==> src/rtl/pong_pkg.sv <==
// rtl/pong_pkg.sv - shared screen constants, FSM encoding and clamped step helper
package pong_pkg;

    localparam int SCREEN_LINES = 768;
    localparam int COORD_W      = 11;

    typedef enum logic [1:0] {
        ST_IDLE = 2'd0,
        ST_SLOW = 2'd1,
        ST_FAST = 2'd2
    } state_t;

    typedef enum logic [1:0] {
        DIR_NONE = 2'd0,
        DIR_UP   = 2'd1,
        DIR_DOWN = 2'd2
    } dir_t;

    // One frame of motion in 12-bit arithmetic, pinned to [0, limit] so it never wraps
    function automatic logic [11:0] step_pos(
        input logic [11:0] pos,
        input logic [11:0] step,
        input logic [11:0] limit,
        input dir_t        dir
    );
        logic [11:0] sum;
        sum      = pos + step;
        step_pos = pos;
        case (dir)
            DIR_UP:   step_pos = (pos < step) ? 12'd0 : pos - step;
            DIR_DOWN: step_pos = (sum > limit) ? limit : sum;
            default:  step_pos = pos;
        endcase
    endfunction

endpackage

==> src/rtl/paddle_ctrl_if.sv <==
// rtl/paddle_ctrl_if.sv - button/vsync inputs and paddle outputs of paddle_ctrl
interface paddle_ctrl_if;
    import pong_pkg::*;

    logic               btn_up;
    logic               btn_down;
    logic               vsync_in;
    logic [COORD_W-1:0] pallete_position;
    logic               moving;

    modport master (
        output btn_up, btn_down, vsync_in,
        input  pallete_position, moving
    );

    modport slave (
        input  btn_up, btn_down, vsync_in,
        output pallete_position, moving
    );
endinterface

==> src/rtl/btn_debounce.sv <==
// rtl/btn_debounce.sv - two-flop synchronizer followed by a stable-count debouncer
module btn_debounce #(
    parameter int DEB_CYCLES = 65000
) (
    input  logic pclk,
    input  logic rst_n,
    input  logic btn_raw,
    output logic btn_level
);
    localparam int              CNT_W    = $clog2(DEB_CYCLES + 1);
    localparam logic [CNT_W-1:0] CNT_LAST = CNT_W'(DEB_CYCLES - 1);

    logic [1:0]       sync_q;
    logic [CNT_W-1:0] cnt_q;

    // Bring the raw pin into the pclk domain before anything looks at it
    always_ff @(posedge pclk or negedge rst_n) begin
        if (!rst_n) sync_q <= 2'b00;
        else        sync_q <= {sync_q[0], btn_raw};
    end

    // Adopt the new level only after DEB_CYCLES differing samples in a row
    always_ff @(posedge pclk or negedge rst_n) begin
        if (!rst_n) begin
            cnt_q     <= '0;
            btn_level <= 1'b0;
        end else if (sync_q[1] == btn_level) begin
            cnt_q <= '0;
        end else if (cnt_q == CNT_LAST) begin
            cnt_q     <= '0;
            btn_level <= sync_q[1];
        end else begin
            cnt_q <= cnt_q + CNT_W'(1);
        end
    end
endmodule

==> src/rtl/paddle_ctrl.sv <==
// rtl/paddle_ctrl.sv - paddle position controller with per-frame slow/fast motion
module paddle_ctrl
    import pong_pkg::*;
#(
    parameter int PALETTE_H    = 128,
    parameter int Y_MAX        = 640,
    parameter int INIT_POS     = 320,
    parameter int DEB_CYCLES   = 65000,
    parameter int SLOW_STEP    = 2,
    parameter int FAST_STEP    = 6,
    parameter int ACCEL_FRAMES = 16
) (
    input  logic          pclk,
    input  logic          rst_n,
    paddle_ctrl_if.slave  bus
);
    // Never let a misconfigured Y_MAX push the paddle past the bottom of the screen
    localparam int                Y_LIMIT    = (Y_MAX < SCREEN_LINES - PALETTE_H) ? Y_MAX
                                                                                  : SCREEN_LINES - PALETTE_H;
    localparam logic [11:0]       LIMIT12    = 12'(Y_LIMIT);
    localparam logic [11:0]       SLOW12     = 12'(SLOW_STEP);
    localparam logic [11:0]       FAST12     = 12'(FAST_STEP);
    localparam int                FCNT_W     = $clog2(ACCEL_FRAMES + 1);
    localparam logic [FCNT_W-1:0] ACCEL_LAST = FCNT_W'(ACCEL_FRAMES - 1);
    localparam logic [FCNT_W-1:0] ACCEL_FULL = FCNT_W'(ACCEL_FRAMES);

    logic               up_lvl;
    logic               down_lvl;
    logic               vs_q;
    logic               vs_d;
    logic               frame_tick;
    dir_t               dir;
    dir_t               dir_q;
    state_t             state_q;
    logic [FCNT_W-1:0]  fcnt_q;
    logic [COORD_W-1:0] pos_q;

    btn_debounce #(.DEB_CYCLES(DEB_CYCLES)) u_deb_up (
        .pclk      (pclk),
        .rst_n     (rst_n),
        .btn_raw   (bus.btn_up),
        .btn_level (up_lvl)
    );

    btn_debounce #(.DEB_CYCLES(DEB_CYCLES)) u_deb_down (
        .pclk      (pclk),
        .rst_n     (rst_n),
        .btn_raw   (bus.btn_down),
        .btn_level (down_lvl)
    );

    // Register vsync and keep the previous sample to find its rising edge
    always_ff @(posedge pclk or negedge rst_n) begin
        if (!rst_n) begin
            vs_q <= 1'b0;
            vs_d <= 1'b0;
        end else begin
            vs_q <= bus.vsync_in;
            vs_d <= vs_q;
        end
    end

    assign frame_tick = vs_q & ~vs_d;

    // Exactly one button held selects a direction; both or neither means stand still
    always_comb begin
        dir = DIR_NONE;
        if (up_lvl && !down_lvl)      dir = DIR_UP;
        else if (down_lvl && !up_lvl) dir = DIR_DOWN;
    end

    // Motion FSM: only advances on frame_tick, so the drawn paddle never tears
    always_ff @(posedge pclk or negedge rst_n) begin
        if (!rst_n) begin
            state_q <= ST_IDLE;
            dir_q   <= DIR_NONE;
            fcnt_q  <= '0;
            pos_q   <= COORD_W'(INIT_POS);
        end else if (frame_tick) begin
            if (dir == DIR_NONE) begin
                state_q <= ST_IDLE;
                dir_q   <= DIR_NONE;
                fcnt_q  <= '0;
            end else if (state_q == ST_IDLE || dir != dir_q) begin
                state_q <= ST_SLOW;
                dir_q   <= dir;
                fcnt_q  <= '0;
                pos_q   <= COORD_W'(step_pos({1'b0, pos_q}, SLOW12, LIMIT12, dir));
            end else if (state_q == ST_SLOW && fcnt_q != ACCEL_LAST) begin
                fcnt_q  <= fcnt_q + FCNT_W'(1);
                pos_q   <= COORD_W'(step_pos({1'b0, pos_q}, SLOW12, LIMIT12, dir));
            end else begin
                state_q <= ST_FAST;
                fcnt_q  <= ACCEL_FULL;
                pos_q   <= COORD_W'(step_pos({1'b0, pos_q}, FAST12, LIMIT12, dir));
            end
        end
    end

    assign bus.pallete_position = pos_q;
    assign bus.moving           = (state_q != ST_IDLE);
endmodule
==> src/flat_wrapper.sv <==
// flat-port wrapper written by rule: the top's interface ports become plain ports
module paddle_ctrl_flat import pong_pkg::*;
#(
    parameter int PALETTE_H    = 128,
    parameter int Y_MAX        = 640,
    parameter int INIT_POS     = 320,
    parameter int DEB_CYCLES   = 65000,
    parameter int SLOW_STEP    = 2,
    parameter int FAST_STEP    = 6,
    parameter int ACCEL_FRAMES = 16
)
  (pclk, rst_n, bus_btn_up, bus_btn_down, bus_vsync_in, bus_pallete_position, bus_moving);
  paddle_ctrl_if bus_i ();
  input  logic pclk;
  input  logic rst_n;
  input wire logic [$bits(bus_i.btn_up)-1:0] bus_btn_up;
  input wire logic [$bits(bus_i.btn_down)-1:0] bus_btn_down;
  input wire logic [$bits(bus_i.vsync_in)-1:0] bus_vsync_in;
  output wire logic [$bits(bus_i.pallete_position)-1:0] bus_pallete_position;
  output wire logic [$bits(bus_i.moving)-1:0] bus_moving;
  assign bus_i.btn_up = bus_btn_up;
  assign bus_i.btn_down = bus_btn_down;
  assign bus_i.vsync_in = bus_vsync_in;
  assign bus_pallete_position = bus_i.pallete_position;
  assign bus_moving = bus_i.moving;
  paddle_ctrl #(.PALETTE_H(PALETTE_H), .Y_MAX(Y_MAX), .INIT_POS(INIT_POS), .DEB_CYCLES(DEB_CYCLES), .SLOW_STEP(SLOW_STEP), .FAST_STEP(FAST_STEP), .ACCEL_FRAMES(ACCEL_FRAMES)) u_core (.pclk(pclk), .rst_n(rst_n), .bus(bus_i));
endmodule
==> config.mk <==
export PLATFORM = sky130hd
export DESIGN_NAME = paddle_ctrl_flat
export DESIGN_NICKNAME = d
export VERILOG_FILES = /design/src/rtl/pong_pkg.sv /design/src/rtl/paddle_ctrl_if.sv /design/src/rtl/btn_debounce.sv /design/src/rtl/paddle_ctrl.sv /design/src/flat_wrapper.sv
export SDC_FILE = /design/constraint.sdc
export NUM_CORES = 1
export LEC_CHECK = 0
export CAP_MARGIN = 20
export CORE_MARGIN = 1.5
export CORE_UTILIZATION = 55
export DETAILED_ROUTE_END_ITERATION = 6
export PLACE_DENSITY = 0.82
export SLEW_MARGIN = 20
export SYNTH_ARGS = -nofsm -noshare
export SYNTH_HDL_FRONTEND = slang
export SYNTH_SLANG_ARGS = --single-unit
==> constraint.sdc <==
create_clock -name pclk -period 3.1 [get_ports pclk]
set_input_delay 0.31 -clock pclk [delete_from_list [all_inputs] [get_ports pclk]]
set_output_delay 0.31 -clock pclk [all_outputs]
set_load 0.005 [all_outputs]
# Yosys cells after proc, flatten, opt, wreduce, memory -nomap -nowiden

Index checks and enable logic that the tools add are counted.

Eq/ne operators: 10
Reductions and logical operators: 16
Multiplexer cells: 22
Bitwise operators: 5
Order comparisons: 4
Add/sub/neg operators: 7

Operator list:

| operator                                                         | number |
|---|---|
| 2-to-1 mux 11 bit                                                | 6 |
| 2-to-1 mux 16 bit                                                | 4 |
| case mux 11 bit (2 select lines)                                 | 2 |
| adder 16 x 1 -> 16 bit (second input constant)                   | 2 |
| equality test 16 bit (second input constant)                     | 2 |
| greater-than comparator 12 x 10 -> 1 bit (second input constant) | 2 |
| 2-to-1 mux 5 bit                                                 | 3 |
| 2-to-1 mux 2 bit                                                 | 7 |
| adder 11 x 2 -> 12 bit (second input constant)                   | 1 |
| adder 11 x 3 -> 12 bit (second input constant)                   | 1 |
| less-than comparator 11 x 2 -> 1 bit (second input constant)     | 1 |
| less-than comparator 11 x 3 -> 1 bit (second input constant)     | 1 |
| subtractor 11 x 2 -> 11 bit (second input constant)              | 1 |
| subtractor 11 x 3 -> 11 bit (second input constant)              | 1 |
| AND reduction 2 bit                                              | 4 |
| adder 5 x 1 -> 5 bit (second input constant)                     | 1 |
| != test 5 x 4 -> 1 bit (second input constant)                   | 1 |
| equality test 2 x 1 -> 1 bit (second input constant)             | 2 |
| logical NOT 2 bit                                                | 2 |
| inverter 1 bit                                                   | 4 |
| nonzero test 2 bit                                               | 2 |
| nonzero test 4 bit                                               | 1 |
| logical AND 1 bit                                                | 3 |
| != test 3 x 1 -> 1 bit (second input constant)                   | 1 |
| other kinds (7)                                                  | 9 |

Input port bits: 5
Logic and storage cells: 76
Output and inout bits: 12
Register bits: 60

# Depth between registers and ports, before layout

Depth after elaboration: 8
Gate-level depth with buffers: 11
Depth with buffers taken out: 10

# Hierarchy

A second synthesis with hierarchy kept.

Cell total of the unflattened synthesis: 465
Area total of the unflattened synthesis: 4028.9 µm²

By module, submodules not included:

| module       | sequential area each (µm²) | cells an instance | times used | area each (µm²) |
|---|---|---|---|---|
| paddle_ctrl  | 553.0                      | 299               | 1          | 2249.7 |
| btn_debounce | 475.5                      | 83                | 2          | 889.6 |

# Worst setup path after synthesis

No wires, ideal clock.

Kind: register to register
Start: register u_core.fcnt_q[0]
End: register u_core.pos_q[9] (netlist: u_core.bus.pallete_position[9])
Period minus slack after synthesis: 2.705 ns
Stages on the path, launching flop included: 11
Library setup time: 0.136 ns
Data arrival time: 2.569 ns
Data required time: 2.964 ns
Setup slack: 0.395 ns
Path buffers: 2
Cells stage by stage: dfrtp_1 ha_1 and3_1 ha_1 or3b_2 nand4_1 clkbuf_1 buf_1 o211ai_1 a221oi_1 o21ai_0

Word-level cells in the longest chain between the ends: 4
Elaborated cells on any way between the ends: 6
Those cells by class: 1 x eq/ne; 2 x mux; 3 x reduce/logical

RTL lines:

| what                                                                      | RTL line          | RTL |
|---|---|---|
| start: declaration                                                        | paddle_ctrl.sv:35 | `logic [FCNT_W-1:0] fcnt_q;` |
| start signal: assignment                                                  | paddle_ctrl.sv:90 | `fcnt_q <= fcnt_q + FCNT_W'(1);` |
| != test 5 x 4 -> 1 bit (*)                                                | paddle_ctrl.sv:89 | `end else if (state_q == ST_SLOW && fcnt_q != ACCEL_LAST) begin` |
| logical AND 1 bit (*)                                                     | paddle_ctrl.sv:89 |  |
| nonzero test 4 bit (no source line) or 2-to-1 mux 11 bit (tied branches)  | -                 |  |
| AND reduction 3 bit (no source line) or 2-to-1 mux 11 bit (tied branches) | -                 |  |
| end signal: assignment                                                    | paddle_ctrl.sv:88 | `pos_q <= COORD_W'(step_pos({1'b0, pos_q}, SLOW12, LIMIT12, dir));` |
| end signal: assignment                                                    | paddle_ctrl.sv:91 | `pos_q <= COORD_W'(step_pos({1'b0, pos_q}, SLOW12, LIMIT12, dir));` |
| end signal: assignment                                                    | paddle_ctrl.sv:95 | `pos_q <= COORD_W'(step_pos({1'b0, pos_q}, FAST12, LIMIT12, dir));` |
| end: declaration                                                          | paddle_ctrl.sv:36 | `logic [COORD_W-1:0] pos_q;` |

Every way passes the cells marked *; elsewhere a longest branch is shown, timed or not.
A chain may end at the register's enable or synchronous reset.

# Worst setup path after layout

Start: register u_core.pos_q[1] (netlist: u_core.bus.pallete_position[1])
End: register u_core.pos_q[1] (netlist: u_core.bus.pallete_position[1])

Word-level cells in the longest chain between the ends: 6
Elaborated cells on any way between the ends: 16
Those cells by class: 4 x add/sub; 4 x order compare; 8 x mux

RTL lines:

| what                                                             | RTL line          | RTL |
|---|---|---|
| start signal: assignment                                         | paddle_ctrl.sv:78 | `pos_q <= COORD_W'(INIT_POS);` |
| start signal: assignment                                         | paddle_ctrl.sv:88 |  |
| start signal: assignment                                         | paddle_ctrl.sv:91 |  |
| adder 11 x 3 -> 12 bit or adder 11 x 2 -> 12 bit (tied branches) | pong_pkg.sv:27    | `sum = pos + step;` |
| greater-than comparator 12 x 10 -> 1 bit                         | pong_pkg.sv:31    | `DIR_DOWN: step_pos = (sum > limit) ? limit : sum;` |
| 2-to-1 mux 11 bit                                                | pong_pkg.sv:31    |  |
| case mux 11 bit (2 select lines)                                 | pong_pkg.sv:29    | `case (dir)` |
| 2-to-1 mux 11 bit                                                | paddle_ctrl.sv:89 |  |
| 2-to-1 mux 11 bit (*)                                            | paddle_ctrl.sv:84 | `end else if (state_q == ST_IDLE \|\| dir != dir_q) begin` |

Marked as above.

==> results.cfg <==
[run_status]
status = complete, no violations

[detailed_routing]
drtIter0Drc = 276
viasPerCell = 6.298
wire_per_inst_um = 16.92
drt_wl_total_um = 9355
firstDrtPassIters = 5
vias = 3483
drtAntennaViolNets = 0
remaining_drc_errors = 0

[worst_setup_path]
worstSetupStartpointType = register
reg2reg_to = u_core.bus.pallete_position[1]$_DFFE_PN0P_
r2r_slack_ps = 260
reg2regPathDepth = 8
reg2reg_from = u_core.bus.pallete_position[1]$_DFFE_PN0P_
slowest_delay_ps = 590
slowest_stage = dfrtp_1
critical_path.cell_chain = ha_1 > and3b_1 > nand4_1 > o2111a_1 > or4_4 > a32o_1 > or3_1 > o21ai_0
path_class = reg2reg
arrival_ps = 3090
end_kind = register
crit_required_ps = 3350
critPathMaxFanout = 15

[place]
routabilityCongestion = 1.023
dpl_cell_area_sq_mm = 0.004045
io_buffers = 16
place_inst = 536
hpwl_um = 6601

[timing]
rsz0062_at_grt = no
whs_ps = 359.7
min_period_over_period_pct = 91.62
timing.slew.headroom_pct = 50.17
tightest_slew_ps = 744.7
post-route-min-period_ps = 2840
clock_skew_ps = 8.160
fin_setup_tns_ps = 0
hold_viol_final = 0
setup_viol_count_final = 0
fmax_mhz = 352.1
slew_violations = 0

[floorplan]
fp-row-count = 29
initial_core_util_pct = 57.95
die_area_sq_mm = 0.007348
die_y_um = 85.72
core_area_sq_mm = 0.006495
ios = 17
die_w_um = 85.72

[min_path]
min_delay_path_depth = 0
hold_class = reg2reg
worst_hold_path.endpoint = u_core.u_deb_down.sync_q[1]$_DFF_PN0_
hold_start = u_core.u_deb_down.sync_q[0]$_DFF_PN0_

[cts]
cts_buffer_depth = 2
cts_sinks = 60
cts_tree = yes
postCtsSetupBuffers = 0
clk_pin_slew_worst_paths_ps = 70
cts_buffers = 9
clock_latency_ps = 340
cts-resized-gates = 0
h-tree-depth = 3
cts.root.buffer_cell = clkbuf_8

[layout]
n_fill_cell = 519
final_cells = 553
drive_gt1_share_pct = 11.34
final_nets = 484
antenna_cells = 0
layout_commonest_cell = dfrtp_1
fin_area_sq_mm = 0.004307
mostFrequentLayoutCells = dfrtp_1, nor2_1, nand2_1, o21ai_0, nand3_1
syn_to_final_growth_pct = 14.43

[synthesis]
synth_area_sq_mm = 0.003764
synthTopCellsByArea = dfrtp_1, nor2_1, nand2_1, xnor2_1, o21ai_0
synth_cells = 452
yosysUniqueCellTypes = 58
syn_avg_cell_area_sq_um = 8.327
yosys_most_used_dff = dfrtp_1
yosys.area.top_type_share_pct = 38.56
yosysSeqAreaShare_pct = 39.96
ys_warn_count = 0
synth_largest_area_cell = dfrtp_1
synth_async_sr_flop_share_pct = 100.0
synth_edf_count = 0
ys_ff_latch = 60
syn_nets = 465

[power]
p_leak_nw = 1.790
peakVddDrop_mv = 0.2311
power_density_mw_per_mm2 = 399.9

[global_route]
gr-usage-all-layers_pct = 27.21
grt_max_degree = 46
grt_pass1_vias = 3384
grt_pass1_wl_um = 15880
antenna_found_initial = 0
grt-ovfl-total = 0

[job]
maxCapViolations = 0
how the worst max path moves through the flow:
stage	start	slack (ps)	to
final	u_core.bus.pallete_position[1]$_DFFE_PN0P_	260	u_core.bus.pallete_position[1]$_DFFE_PN0P_
after global routing	u_core.bus.pallete_position[1]$_DFFE_PN0P_	30	u_core.bus.pallete_position[6]$_DFFE_PN1P_
after CTS	u_core.bus.pallete_position[1]$_DFFE_PN0P_	290	u_core.bus.pallete_position[1]$_DFFE_PN0P_
after detailed placement	u_core.bus.pallete_position[1]$_DFFE_PN0P_	320	u_core.bus.pallete_position[1]$_DFFE_PN0P_
after global placement	u_core.bus.pallete_position[1]$_DFFE_PN0P_	400	u_core.bus.pallete_position[1]$_DFFE_PN0P_
after floorplan	u_core.fcnt_q[0]$_DFFE_PN0P_	400	u_core.bus.pallete_position[9]$_DFFE_PN0P_
critical path: cells and delay by family (launching register included):
kind	cells	cell delay, ps
DFF	1	590
AOI/OAI and AO/OA	3	560
adders and majority gates	1	400
and+or+nand+nor	4	1190
metal layers:
metal	track usage [%]	vias up	part of all wire (%)
met3	6.449	33	7.2
met2	43.31	170	47
li1	-	1649	-
met1	35.73	1631	43
met4	11.44	0	2.7
met5	0	-	0
layout make-up:
class | instances | area (sq um) | area share (%)
multi-input cells | 347 | 2076 | 48.20
flip-flops and latches | 60 | 1504 | 34.92
clock buffers | 10 | 137.6 | 3.196
clock inverters | 6 | 111.4 | 2.586
inverters | 15 | 56.30 | 1.307
well taps | 77 | 96.34 | 2.237
repair buffers | 38 | 325.3 | 7.554
per-stage QoR:
stage / power (mW) / util, % / setup slack (ps)
2_1_floorplan: 0.8341 / - / 395.2
3_3_place_gp: 0.8577 / 62.28 / 401.9
3_5_place_dp: 0.8603 / 62.28 / 319.7
4_1_cts: 1.730 / 66.11 / 291.2
5_1_grt: 1.778 / 66.31 / 28.19
6_report: 1.722 / 66.31 / 259.7
logic make-up after synthesis:
logic type,count (synthesis),synth area share [%]
and+or+nand+nor,208,27.59
AOI/OAI and AO/OA,92,15.63
DFF,60,39.96
buffers and inverters,45,4.887
xor gates and xnor gates,35,8.145
adders and majority gates,8,2.660
muxes,4,1.130
power by group:
part           leakage, nW  internal [mW]  switching (mW)
Combinational        0.855         0.0143          0.0318
Clock                0.122          0.556           0.319
Sequential           0.812          0.793         0.00866
Total                 1.79           1.36           0.359
cell usage after synthesis, types with 2 or more instances:
cell and count:
dfrtp_1 58, nor2_1 55, nand2_1 47, o21ai_0 30
nand3_1 24, clkbuf_1 23, a21oi_1 18, xnor2_1 18
xor2_1 17, inv_1 15, nor3_1 14, nand4_1 13
and3_1 11, ha_1 8, or2_2 7, or3_1 7
o22ai_1 6, a2111oi_0 5, a31oi_1 5, and2_1 5
nor4_1 5, o211ai_1 5, nor2b_1 4, buf_2 3
nor3b_1 3, o31ai_1 3, a21boi_0 2, a221oi_1 2
a31o_2 2, and4_1 2, buf_1 2, dfstp_2 2
mux2_2 2, mux2i_1 2, nand2b_1 2, nor4b_1 2
o311ai_0 2
sequential cells by signal, indices dropped and copies added, names as in the netlist:
signal / cells
u_core.bus.pallete_position: 11
u_core.dir_q: 2
u_core.fcnt_q: 5
u_core.state_q: 2
u_core.u_deb_down.btn_level: 1
u_core.u_deb_down.cnt_q: 16
u_core.u_deb_down.sync_q: 2
u_core.u_deb_up.btn_level: 1
u_core.u_deb_up.cnt_q: 16
u_core.u_deb_up.sync_q: 2
u_core.vs_d: 1
u_core.vs_q: 1
timing repair:
action                                  in CTS  in global routing
hold endpoints to repair                     0                  1
endpoints found under the setup margin       0                  0
hold buffers                                 0                  1
No activity file was read; power rests on OpenSTA's default activity.
